[config.mk]
export PLATFORM = sky130hd
export DESIGN_NAME = wb_arbiter
export DESIGN_NICKNAME = d
export VERILOG_FILES = /design/src/rtl/wb_arbiter.sv
export SDC_FILE = /design/constraint.sdc
export NUM_CORES = 1
export LEC_CHECK = 0
export CAP_MARGIN = 20
export CELL_PAD_IN_SITES_DETAIL_PLACEMENT = 1
export CELL_PAD_IN_SITES_GLOBAL_PLACEMENT = 1
export CORE_UTILIZATION = 40
export CTS_CLUSTER_SIZE = 12
export DETAILED_ROUTE_END_ITERATION = 12
export PLACE_DENSITY_LB_ADDON = 0.08
export SLEW_MARGIN = 20
export SYNTH_ARGS = -nofsm -noshare
export SYNTH_HDL_FRONTEND = slang
export SYNTH_SLANG_ARGS = --single-unit
export TNS_END_PERCENT = 100
[constraint.sdc]
create_clock -name clk -period 7.48 [get_ports clk]
set_input_delay 1.496 -clock clk [delete_from_list [all_inputs] [get_ports clk]]
set_output_delay 1.496 -clock clk [all_outputs]
set_load 0.05 [all_outputs]
[src/rtl/wb_arbiter.sv]
// -----------------------------------------------------------------------------
// wb_arbiter -- register-file write-back arbiter.
//
// Merges two write-back sources onto the single register-file write port:
//   * ALU results have no backpressure and always win the port.
//   * Load results are buffered in a small FIFO and drained only in cycles
//     with no ALU write.
// Queued load results can be forwarded to a query port. The youngest
// matching entry is returned.
//
// Ports
//   clk, rst                   clock, asynchronous active-high reset
//   alu_valid/alu_rd/alu_data  ALU result; rd = 0 is discarded
//   mem_valid/mem_ready        load handshake; mem_ready is (count < DEPTH)
//   mem_rd/mem_data            load result; rd = 0 is accepted and dropped
//   reg_write_en/write_addr/
//   write_data                 registered register-file write port
//   fifo_count                 number of queued load results
//   q_addr                     forwarding query register index
//   fwd_hit/fwd_data           forwarding result (combinational)
// -----------------------------------------------------------------------------
module wb_arbiter #(
  parameter int DEPTH = 4
) (
  input  logic                     clk,
  input  logic                     rst,
  input  logic                     alu_valid,
  input  logic [4:0]               alu_rd,
  input  logic [31:0]              alu_data,
  input  logic                     mem_valid,
  output logic                     mem_ready,
  input  logic [4:0]               mem_rd,
  input  logic [31:0]              mem_data,
  output logic                     reg_write_en,
  output logic [4:0]               write_addr,
  output logic [31:0]              write_data,
  output logic [$clog2(DEPTH):0]   fifo_count,
  input  logic [4:0]               q_addr,
  output logic                     fwd_hit,
  output logic [31:0]              fwd_data
);

  localparam int PTR_W = $clog2(DEPTH);
  localparam int CNT_W = PTR_W + 1;

  // FIFO storage. It has no reset: liveness is decided by count_reg alone.
  logic [4:0]        rd_mem   [DEPTH];
  logic [31:0]       data_mem [DEPTH];

  logic [PTR_W-1:0]  wr_ptr_reg;
  logic [PTR_W-1:0]  rd_ptr_reg;
  logic [CNT_W-1:0]  count_reg;

  logic              reg_write_en_reg;
  logic [4:0]        write_addr_reg;
  logic [31:0]       write_data_reg;

  logic              alu_wr;
  logic              enq;
  logic              deq;

  // mem_ready comes from state only, so there is no input-to-output path.
  assign mem_ready  = (count_reg < CNT_W'(DEPTH));
  assign fifo_count = count_reg;

  assign alu_wr = alu_valid && (alu_rd != 5'd0);
  // A load to x0 still completes its handshake but is never stored.
  assign enq    = mem_valid && mem_ready && (mem_rd != 5'd0);
  assign deq    = !alu_wr && (count_reg != '0);

  assign reg_write_en = reg_write_en_reg;
  assign write_addr   = write_addr_reg;
  assign write_data   = write_data_reg;

  always_ff @(posedge clk or posedge rst) begin
    if (rst) begin
      wr_ptr_reg       <= '0;
      rd_ptr_reg       <= '0;
      count_reg        <= '0;
      reg_write_en_reg <= 1'b0;
      write_addr_reg   <= 5'd0;
      write_data_reg   <= 32'd0;
    end else begin
      if (enq) wr_ptr_reg <= wr_ptr_reg + PTR_W'(1);
      if (deq) rd_ptr_reg <= rd_ptr_reg + PTR_W'(1);

      case ({enq, deq})
        2'b10:   count_reg <= count_reg + CNT_W'(1);
        2'b01:   count_reg <= count_reg - CNT_W'(1);
        default: count_reg <= count_reg;
      endcase

      reg_write_en_reg <= alu_wr || deq;
      if (alu_wr) begin
        write_addr_reg <= alu_rd;
        write_data_reg <= alu_data;
      end else if (deq) begin
        write_addr_reg <= rd_mem[rd_ptr_reg];
        write_data_reg <= data_mem[rd_ptr_reg];
      end
    end
  end

  always_ff @(posedge clk) begin
    if (enq) begin
      rd_mem[wr_ptr_reg]   <= mem_rd;
      data_mem[wr_ptr_reg] <= mem_data;
    end
  end

  // Forwarding. Each slot's age is its distance from the read pointer. A slot
  // is live when its age is below the count, and larger ages are younger.
  // The entry being enqueued is not in storage yet, so the search cannot see
  // it. The head stays live until the dequeue edge.
  logic [PTR_W-1:0] slot_age [DEPTH];
  logic [DEPTH-1:0] slot_match;

  generate
    for (genvar gi = 0; gi < DEPTH; gi++) begin : g_slot
      assign slot_age[gi]   = PTR_W'(gi) - rd_ptr_reg;
      assign slot_match[gi] = ({1'b0, slot_age[gi]} < count_reg) &&
                              (rd_mem[gi] == q_addr) && (q_addr != 5'd0);
    end
  endgenerate

  logic [PTR_W-1:0] best_age;

  always_comb begin
    fwd_hit  = 1'b0;
    fwd_data = 32'd0;
    best_age = '0;
    for (int i = 0; i < DEPTH; i++) begin
      if (slot_match[i] && (!fwd_hit || (slot_age[i] > best_age))) begin
        fwd_hit  = 1'b1;
        best_age = slot_age[i];
        fwd_data = data_mem[i];
      end
    end
  end

endmodule
== Word level (Yosys, flattened, before mapping) ==
Memories as Yosys holds them, arrays and structs flattened.
Cells that the tools add are included.
Storage, ports and cells
  register bits after elaboration: 45
  latch bits: 0
  memory bits (writable): 148
  bits in read-only memories: 0
  input port bits: 83
  output and inout port bits: 75
  logic and storage cells: 77
  memories kept: 2
Operators by class
  $add $sub $neg: 8
  $mul: 0
  div/mod/pow operators: 0
  $lt $le $gt $ge: 8
  equality and inequality tests: 6
  shift-type cells: 0
  mux-type cells: 18
  bitwise operators: 0
  reductions and logical operators: 29
Memories
  data_mem: words 4, bits a word 32, rd ports 5, clocked after memory_dff 0, wr ports 1, line 48  | logic [31:0] data_mem [DEPTH];
  rd_mem: words 4, bits a word 5, rd ports 5, clocked after memory_dff 0, wr ports 1, line 47  | logic [4:0] rd_mem [DEPTH];
Operators by type and width (count)
  $mux W32: 6
  $eq A5 B5 Y1: 4
  $logic_and A1 B1 Y1: 15
  $reduce_bool A5 Y1: 3
  $lt A2 B3 Y1: 4
  $mux W5: 2
  $gt A2 B2 Y1: 3
  $mux W1: 6
  $mux W2: 3
  $pmux W3 S2: 1
  $add A2 B1 Y2 const B: 2
  $logic_not A1 Y1: 4
  $logic_or A1 B1 Y1: 4
  $reduce_bool A2 Y1: 2
  $sub A1 B2 Y2 const A: 2
  $sub A2 B2 Y2 const A: 2
  $add A3 B1 Y3 const B: 1
  $lt A3 B3 Y1 const B: 1
  $reduce_bool A3 Y1: 1
  $sub A3 B1 Y3 const B: 1
  $eq A2 B1 Y1 const B: 1
  $eq A2 B2 Y1 const B: 1

== Depth between registers and ports, before layout ==
Gate-level depths: netlist of run 1.
  word-level depth: 17
  mapped depth: 28
  depth with buffers taken out: 22

== Worst setup path before layout of run 1 ==
No wires, ideal clock.
  path kind: input -> output
  from: input port q_addr[1]
  to: output port fwd_data[10]
  data arrival time: 6.091 ns
  required time: 5.984 ns
  path slack: -0.107 ns
  cell stages on the path: 22
  cell sequence: buf_6 > or4_4 > o211a_4 > o211a_1 > clkbuf_1 > a21oi_1 > o2bb2ai_1 > inv_1 > ha_1 > nor2b_1 > a2bb2oi_2 > nor4_1 > a211o_1 > buf_6 > buf_8 > mux2i_1 > ha_1 > a21oi_1 > a21oi_1 > o21bai_2 > buf_2 > mux2_2
On the way
  word-level cells in the longest chain between the ends: 16
  elaborated cells on any way between the ends: 35
  classes of those cells: 3 x order compare; 4 x eq/ne; 10 x mux; 18 x reduce/logical
Ends and longest elaborated chain
  from (decl): line 38  | input logic [4:0] q_addr,
  $eq A5 B5 Y1: line 122  | (rd_mem[gi] == q_addr) && (q_addr != 5'd0);
  $logic_and A1 B1 Y1: line 121  | assign slot_match[gi] = ({1'b0, slot_age[gi]} < count_reg) &&
  $logic_and A1 B1 Y1: line 122
  $mux W2 or $mux W1 (tied branches): line 133  | if (slot_match[i] && (!fwd_hit || (slot_age[i] > best_age))) begin
  $gt A2 B2 Y1 or $logic_not A1 Y1 (tied branches): line 133
  $logic_or A1 B1 Y1: line 133
  $logic_and A1 B1 Y1: line 133
  $mux W2 or $mux W1 (tied branches): line 133
  $gt A2 B2 Y1 or $logic_not A1 Y1 (tied branches): line 133
  $logic_or A1 B1 Y1: line 133
  $logic_and A1 B1 Y1: line 133
  $mux W2 or $mux W1 (tied branches): line 133
  $gt A2 B2 Y1 or $logic_not A1 Y1 (tied branches): line 133
  $logic_or A1 B1 Y1: line 133
  $logic_and A1 B1 Y1: line 133
  $mux W32 *: line 133
  to (decl): line 40  | output logic [31:0] fwd_data
Every way passes the cells marked *; elsewhere a longest branch is shown, timed or not.

== Worst setup path after layout of run 1 ==
  from: input port q_addr[2]
  to: output port fwd_data[0]
Same word-level chain as after synthesis.

==> impl_results.md, run 1 <==
- Tcrit/Tclk final: 0.990
- R2R Path Start: fifo_count[2]
- Antenna viol nets, final: 0
- GRT Util Overall: 0.259
- Yosys warning count: 0
- Synth Cell Area: between 0.009 and 0.01 sq mm
- Initial antenna violation count: 1
- FF-to-FF path depth: 4
- Placed wire-length estimate: ~18,000 microns
- Synth cell types: 57
- FILL cells: 2,310
- Mapped Avg Cell Area: about 14 sq um
- CTS Buf Count: 17
- EDFF count, synth: between 100 and 150
- Diodes inserted: 0
- Clock latency on the worst-skew pair: approximately 0.44 ns
- Final hold vios: 0
- Port bufs: approximately 160
- Clock transition at path regs: 0.08 ns
- DR WL/cell: around 26 microns
- Type of destination of the critical path: primary output
- Reg-to-Reg End: data_mem[3][26]
- Fin nets: about 950
- Synth Register Bits: between 150 and 200
- CP Max Fanout: 6
- Max reg flops: 128
- Post-synthesis instance total: 681
- Final wirelength: 30,900 microns
- Crit path kind: in2out
- Worst Hold End: write_addr[2]
- Vias in the first global route: 7,766
- Critical path launch point type: primary input
- Clock Tree Root: clkbuf_16
- Ys async rst share: 0.233
- HP Class: reg2reg
- Crit path DAT: roughly 5.9 ns
- Cell taking the most area after synthesis: edfxtp_1
- Number of detailed-route iterations in the first pass: 4
- Max transition margin: 0.473
- Max Fclk: 135 MHz
- Predominant post-synthesis flop cell: edfxtp_1
- Vias: between 6,000 and 7,000
- Detailed Route Iter0 Violations: between 400 and 500
- Worst Hold Launch: write_addr[2]
- Area of the multi-input gates: around 0.004 sq mm
- Clk buf depth: 2
- Worst EP required: 5.98 ns
- Clock sinks: 193
- Register area share after synthesis: 0.574
- Routability Congestion: 0.845
- Peak supply drop: about 0.0002 V
- P_leak: around 4.4 nW
- Hold_ws: approximately 0.56 ns
- Skew final: 0.0112 ns
- Pwr Density: between 300 and 400 mW/mm^2
- Share of cells above drive strength 1: 0.270
- DRC viols: 0
- CTS H-tree lvls: 4
- Die area: about 0.025 sq mm
- Initial Util: 0.411
- Die width: around 160 microns
- Worst-Margin Slew: ~0.79 ns
- Top Ports: around 160
- Core Rows: 56
- Area grow syn2layout: 31.0%
- Total core area: approximately 0.024 sq mm
- Die height: ~160 microns
- Cts hold-fix bufs: 0
- Setup violators final: 0
- Setup TNS: 0 ns
- Max-slew violation count: 0
- First-pass GRT wire length: ~47,000 microns
- Largest net degree at the start of global routing: 67
- Congestion Overflow GR: 0
- Status: finished clean
- Post-synth top area share: 0.458
- Post-Syn Nets: a little under 800
- Top cells by area, synth: edfxtp_1 46%, dfrtp_1 12%, mux4_2 8.6%, mux2i_1 3.9%, mux2_2 3.7%
- CTS tree: done
- Min Tclk post-route: between 7 and 8 ns
- Reg area: approximately 0.0056 sq mm
- Total of max-cap violations: 0
- Vias per inst: about 5.9
- Hold Path Stages: 2
- Flop2flop setup slack: between 4 and 5 ns
## metal layers
metal  share of wire  track usage  up-vias  wire (microns)
li1                -            -     3041               -
met1            0.42        0.324     3641           13000
met2            0.51        0.456      234           15900
met3           0.050       0.0460       36            1560
met4           0.015       0.0735        0             471
met5               0            0        -               0
## worst max-delay path, cell delays in order
cell and delay (ns):
clkbuf_2 0.09, or4_4 0.56, buf_6 0.14, o211a_1 0.23, nand4_1 0.16, nand2_2 0.12
o2bb2ai_4 0.18, inv_2 0.07, ha_4 0.27, nor2b_4 0.13, a2bb2oi_2 0.18, o21ba_4 0.18
a211o_4 0.37, mux2i_1 0.15, ha_1 0.33, a21oi_2 0.19, a21oi_4 0.05, o21bai_4 0.20
buf_6 0.16, buf_16 0.14, mux2_4 0.34, buf_8 0.16
## cells by family (layout without fill, tap and decap cells)
| kind of cell | count (synthesis) | after routing | synth area share |
|---|---|---|---|
| compound gates | 162 | 162 | 0.124 |
| xor+xnor | 25 | 25 | 0.0226 |
| fa+ha+maj | 15 | 15 | 0.0201 |
| buf+inv | 76 | 255 | 0.0434 |
| flops | 193 | 193 | 0.574 |
| mux | 107 | 107 | 0.162 |
| simple gates | 103 | 103 | 0.0530 |
## cell usage after synthesis (2+ instances only)
library cell   instances
a31oi_1               33
and2_1                 4
a2111oi_1             30
o211ai_2               2
nor2_1                36
buf_4                  2
nand3_1               34
mux4_2                37
o21ai_1                9
buf_6                 10
nor3_1                 3
nor3_4                 2
o211ai_1              32
xnor2_1               11
nand2_1               12
buf_8                  3
buf_1                  6
dlygate4sd1_1          2
mux2i_1               38
a21oi_1               39
a2111oi_0              2
edfxtp_1             148
inv_2                  2
buf_2                  4
ha_1                  14
clkbuf_1              33
mux2_2                32
dfrtp_1               45
o211a_1                2
and3_1                 2
inv_1                 13
xor2_1                14
## repair_timing
item                                    CTS  global route
cloned                                    3             0
endpoints found under the setup margin   32            32
gates resized for setup                  84            28
pin swaps                                15            10
buffers inserted                         11             3
## per-stage QoR
step	util	cell area [sq um]	worst slack (ns)	instances	total power, mW
floorplan	-	9700	0.0287	681	2.85
global route	0.538	12700	-0.0145	1179	4.81
detailed placement	0.490	11600	-0.349	1133	3.57
CTS	0.536	12700	0.000602	1179	4.61
global placement	0.490	11600	-0.111	1133	3.51
finish	0.538	12700	0.0781	1179	4.60
## cells in the final DEF, fill, tap and decap left out, drive strengths merged, types with 33 or more instances in the layout
| cell type | synthesis | layout |
|---|---|---|
| buf | 25 | 83 |
| edfxtp | 148 | 148 |
| nor2 | 37 | 37 |
| a21oi | 41 | 41 |
| nand3 | 34 | 34 |
| dfrtp | 45 | 45 |
| mux4 | 37 | 37 |
| o211ai | 34 | 34 |
| a31oi | 33 | 33 |
| clkdlybuf4s50 | 0 | 120 |
| mux2i | 38 | 38 |
## how the worst max path moves through the flow
stage | from | end | slack (ns) | cells after the start
floorplan | q_addr[1] | fwd_data[10] | 0.03 | 22
global placement | q_addr[1] | fwd_data[0] | -0.11 | 23
detailed placement | q_addr[1] | fwd_data[0] | -0.35 | 23
CTS | q_addr[1] | fwd_data[11] | 0.0006 | 22
global route | q_addr[2] | fwd_data[0] | -0.01 | 22
finish | q_addr[2] | fwd_data[0] | 0.08 | 22
## power breakdown
part | switching [mW] | leakage, nW | internal (mW)
registers | 0.130 | 1.85 | 1.37
clock network | 0.434 | 0.289 | 0.480
logic | 1.34 | 2.30 | 0.848
## area by class of cell
class,count,area share
clock buffers,18,0.0346
clock inverters,14,0.0114
inverters,15,0.00443
multi-input cells,412,0.314
flip-flops and latches,193,0.439
well taps,319,0.0314
repair buffers,208,0.165
(Power assumes the default switching activity.)
==> run 2, diff against run 1 <==
==> constraint.sdc (replaced) <==
create_clock -name clk -period 7.2 [get_ports clk]
set_input_delay 1.44 -clock clk [delete_from_list [all_inputs] [get_ports clk]]
set_output_delay 1.44 -clock clk [all_outputs]
set_load 0.05 [all_outputs]
==> run 2 against run 1 <==
  * Critical path depth fell by 1
  * Sequential share of layout area about the same
  * Die area did not move
  * Design area about the same
  * Wire length is 2.2% lower
  * Critical endpoint is now fwd_data[10]
  * Largest cell class unchanged
  * Largest power group unchanged
  * Highest routed layer unchanged
==> impl_results.md, run 2 (synthesis results as in run 1) <==
- Status: finished clean (unchanged)
- CP Max Fanout: 8 (was 6)
- Die height: 158 microns (unchanged)
- Area of the multi-input gates: 0.00398 sq mm (was 0.00399 sq mm)
- Post-DP Area: 0.0119 sq mm (was 0.0116 sq mm)
- Crit path depth: 21 (was 22)
- Tcrit/Tclk final: 0.981
- Skew final: 0.0105 ns (was 0.0112 ns)
- Clk buf depth: 2 (unchanged)
- Initial Util: 0.411 (unchanged)
- Peak supply drop: 0.000241 V (was 0.000196 V)
- Highest-count cells in the layout ignoring fill and taps: 148 x edfxtp_1, 120 x clkdlybuf4s50_1, 43 x dfrtp_1 (was 148 x edfxtp_1, 120 x clkdlybuf4s50_1, 46 x buf_4)
- CP Capture Point: fwd_data[10] (was fwd_data[0])
- Vias per inst: 5.89 (was 5.90)
- Setup violators final: 0 (unchanged)
- Fin cells: 1,167 (was 1,179)
- Max reg flops: 128 (unchanged)
- Port bufs: 157 (unchanged)
- CP peak stage delay: 0.55 ns (was 0.56 ns)
- CTS Buf Count: 17 (unchanged)
- Critical path origin: q_addr[2] (unchanged)
- Area grow syn2layout: 30.9% (was 31.0%)
- Worst-Margin Slew: 0.917 ns (was 0.791 ns)
- Total core area: 0.0236 sq mm (unchanged)
- Top Ports: 158 (unchanged)
- Max stage delay cell, worst path: or4_4 (unchanged)
- Power Total: 4.79 mW (was 4.60 mW)
- FILL cells: 2,307 (was 2,310)
- Share of cells above drive strength 1: 0.251 (was 0.270)
- Clock transition at path regs: 0.08 ns (about the same)
- Crit path DAT: 5.62 ns (was 5.91 ns)
- Antenna viol nets, final: 0 (unchanged)
- Worst EP required: 5.76 ns (was 5.98 ns)
- Clock latency on the worst-skew pair: 0.44 ns (about the same)
- Final hold vios: 0 (unchanged)
- Number of detailed-route iterations in the first pass: 5 (was 4)
- Design Area, Final: 0.0127 sq mm (about the same)
- Hold_ws: 0.567 ns (was 0.564 ns)
- Max Fclk: between 100 and 150 MHz
- Clock sinks: 193 (unchanged)
- Clock Tree Root: clkbuf_16 (unchanged)
- Final Util: 0.538 (about the same)
- Die width: 158 microns (unchanged)
- Initial antenna violation count: 1 (unchanged)
- Min Tclk post-route: roughly 7.1 ns
- First-pass GRT wire length: 45,400 microns (was 46,800 microns)
- Cts hold-fix bufs: 0 (unchanged)
- R2R Path Start: fifo_count[2] (unchanged)
- Pwr Density: 377 mW/mm^2 (was 362 mW/mm^2)
- Total of max-cap violations: 0 (unchanged)
- FF-to-FF path depth: 9 (was 4)
- Core Rows: 56 (unchanged)
- Vias in the first global route: 7,577 (was 7,766)
- Type of destination of the critical path: primary output (unchanged)
- Final wirelength: 30,200 microns (was 30,900 microns)
- Placed wire-length estimate: 18,100 microns (was 18,500 microns)
- GRT Util Overall: 0.253 (was 0.259)
- P_leak: 4.43 nW (was 4.44 nW)
- Reg-to-Reg End: fifo_count[2] (was data_mem[3][26])
- DR WL/cell: 25.9 microns (was 26.2 microns)
- CTS tree: done (unchanged)
- Max-slew violation count: 0 (unchanged)
- Critical path launch point type: primary input (unchanged)
- Critical path's top delay family: compound AO/OA/AOI/OAI gates (unchanged)
- HP Class: reg2reg (unchanged)
- Placed insts: 1,127 (was 1,133)
- Largest net degree at the start of global routing: 67 (unchanged)
- Flop2flop setup slack: 4.90 ns (was 4.98 ns)
- CTS H-tree lvls: 4 (unchanged)
- DRC viols: 0 (unchanged)
- RSZ-0062 raised after global routing: false
- Most common cell after layout, fill and taps aside: edfxtp_1 (unchanged)
- Crit path kind: in2out (unchanged)
- Die area: 0.0249 sq mm (unchanged)
- Detailed Route Iter0 Violations: 389 (was 449)
- Worst path cell trace: buf_6 -> or4_4 -> o211a_4 -> o211a_4 -> a21oi_4 -> o2bb2ai_4 -> inv_2 -> ha_4 -> nor2b_4 -> a2bb2oi_2 -> o21ba_4 -> a211o_1 -> a21oi_1 -> a31oi_1 -> ha_2 -> a21oi_4 -> o21bai_4 -> buf_12 -> buf_12 -> mux2_4 -> buf_8 (was clkbuf_2 -> or4_4 -> buf_6 -> o211a_1 -> nand4_1 -> nand2_2 -> o2bb2ai_4 -> inv_2 -> ha_4 -> nor2b_4 -> a2bb2oi_2 -> o21ba_4 -> a211o_4 -> mux2i_1 -> ha_1 -> a21oi_2 -> a21oi_4 -> o21bai_4 -> buf_6 -> buf_16 -> mux2_4 -> buf_8)
- WP buf/inv: 5 (was 6)
- Congestion Overflow GR: 0 (unchanged)
- Vias: 6,876 (was 6,952)
- Max transition margin: 0.389 (was 0.473)
- Fin nets: 932 (was 945)
- Routability Congestion: 0.804 (was 0.845)
- Reg area: 0.00558 sq mm (unchanged)
-- run 2: worst min-delay path, delay by kind of cell (launching register included) --
family,cells,cell delay [ns]
DFF,1,0.35
AOI/OAI and AO/OA,1,0.12
muxes,1,0.07
-- run 2: how the worst min path moves through the flow --
| stage | cells after the start | slack, ns | endpoint | from |
|---|---|---|---|---|
| floorplan | 2 | 0.56 | wr_ptr_reg[1] | wr_ptr_reg[1] |
| global placement | 2 | 0.53 | fifo_count[1] | fifo_count[1] |
| detailed placement | 2 | 0.56 | write_addr[3] | write_addr[3] |
| CTS | 2 | 0.58 | write_addr[3] | write_addr[3] |
| global route | 2 | 0.60 | write_addr[1] | write_addr[1] |
| finish | 2 | 0.57 | write_addr[3] | write_addr[3] |
-- run 2: metrics by stage --
stage          setup TNS, ns  setup WS (ns)
2_1_floorplan              0        0.00930
3_3_place_gp           -4.39         -0.164
3_5_place_dp           -7.53         -0.283
4_1_cts                    0        0.00923
5_1_grt                    0        0.00952
6_report                   0          0.140
-- run 2: metal layers --
layer,track usage,up-vias,share of wire
met4,0.0906,0,0.020
met3,0.0296,37,0.048
met5,0,-,0
met2,0.447,234,0.52
li1,-,3012,-
met1,0.319,3593,0.42
-- run 2: cell type report --
class | count | share of cell area
multi-input combinational | 412 | 0.313
antenna | 1 | 0.000197
tap | 319 | 0.0314
timing repair buffer | 195 | 0.165
inverter | 15 | 0.00443
clock buffer | 17 | 0.0335
sequential | 193 | 0.439
clock inverter | 15 | 0.0131
-- run 2: report_power, final --
group          total (mW)  switching [mW]  internal (mW)  leakage, nW
Combinational        2.27            1.39          0.880         2.28
Sequential           1.55           0.128           1.43         1.85
Clock               0.966           0.469          0.497        0.294
Total                4.79            1.98           2.80         4.43
-- run 2: timing repair --
action / 4_1_cts / 5_1_grt
gates resized for setup: 42 / 11
buffers inserted: 5 / 1
gates cloned: 2 / 0
pin swaps: 10 / 3
setup endpoints to repair: 32 / 32
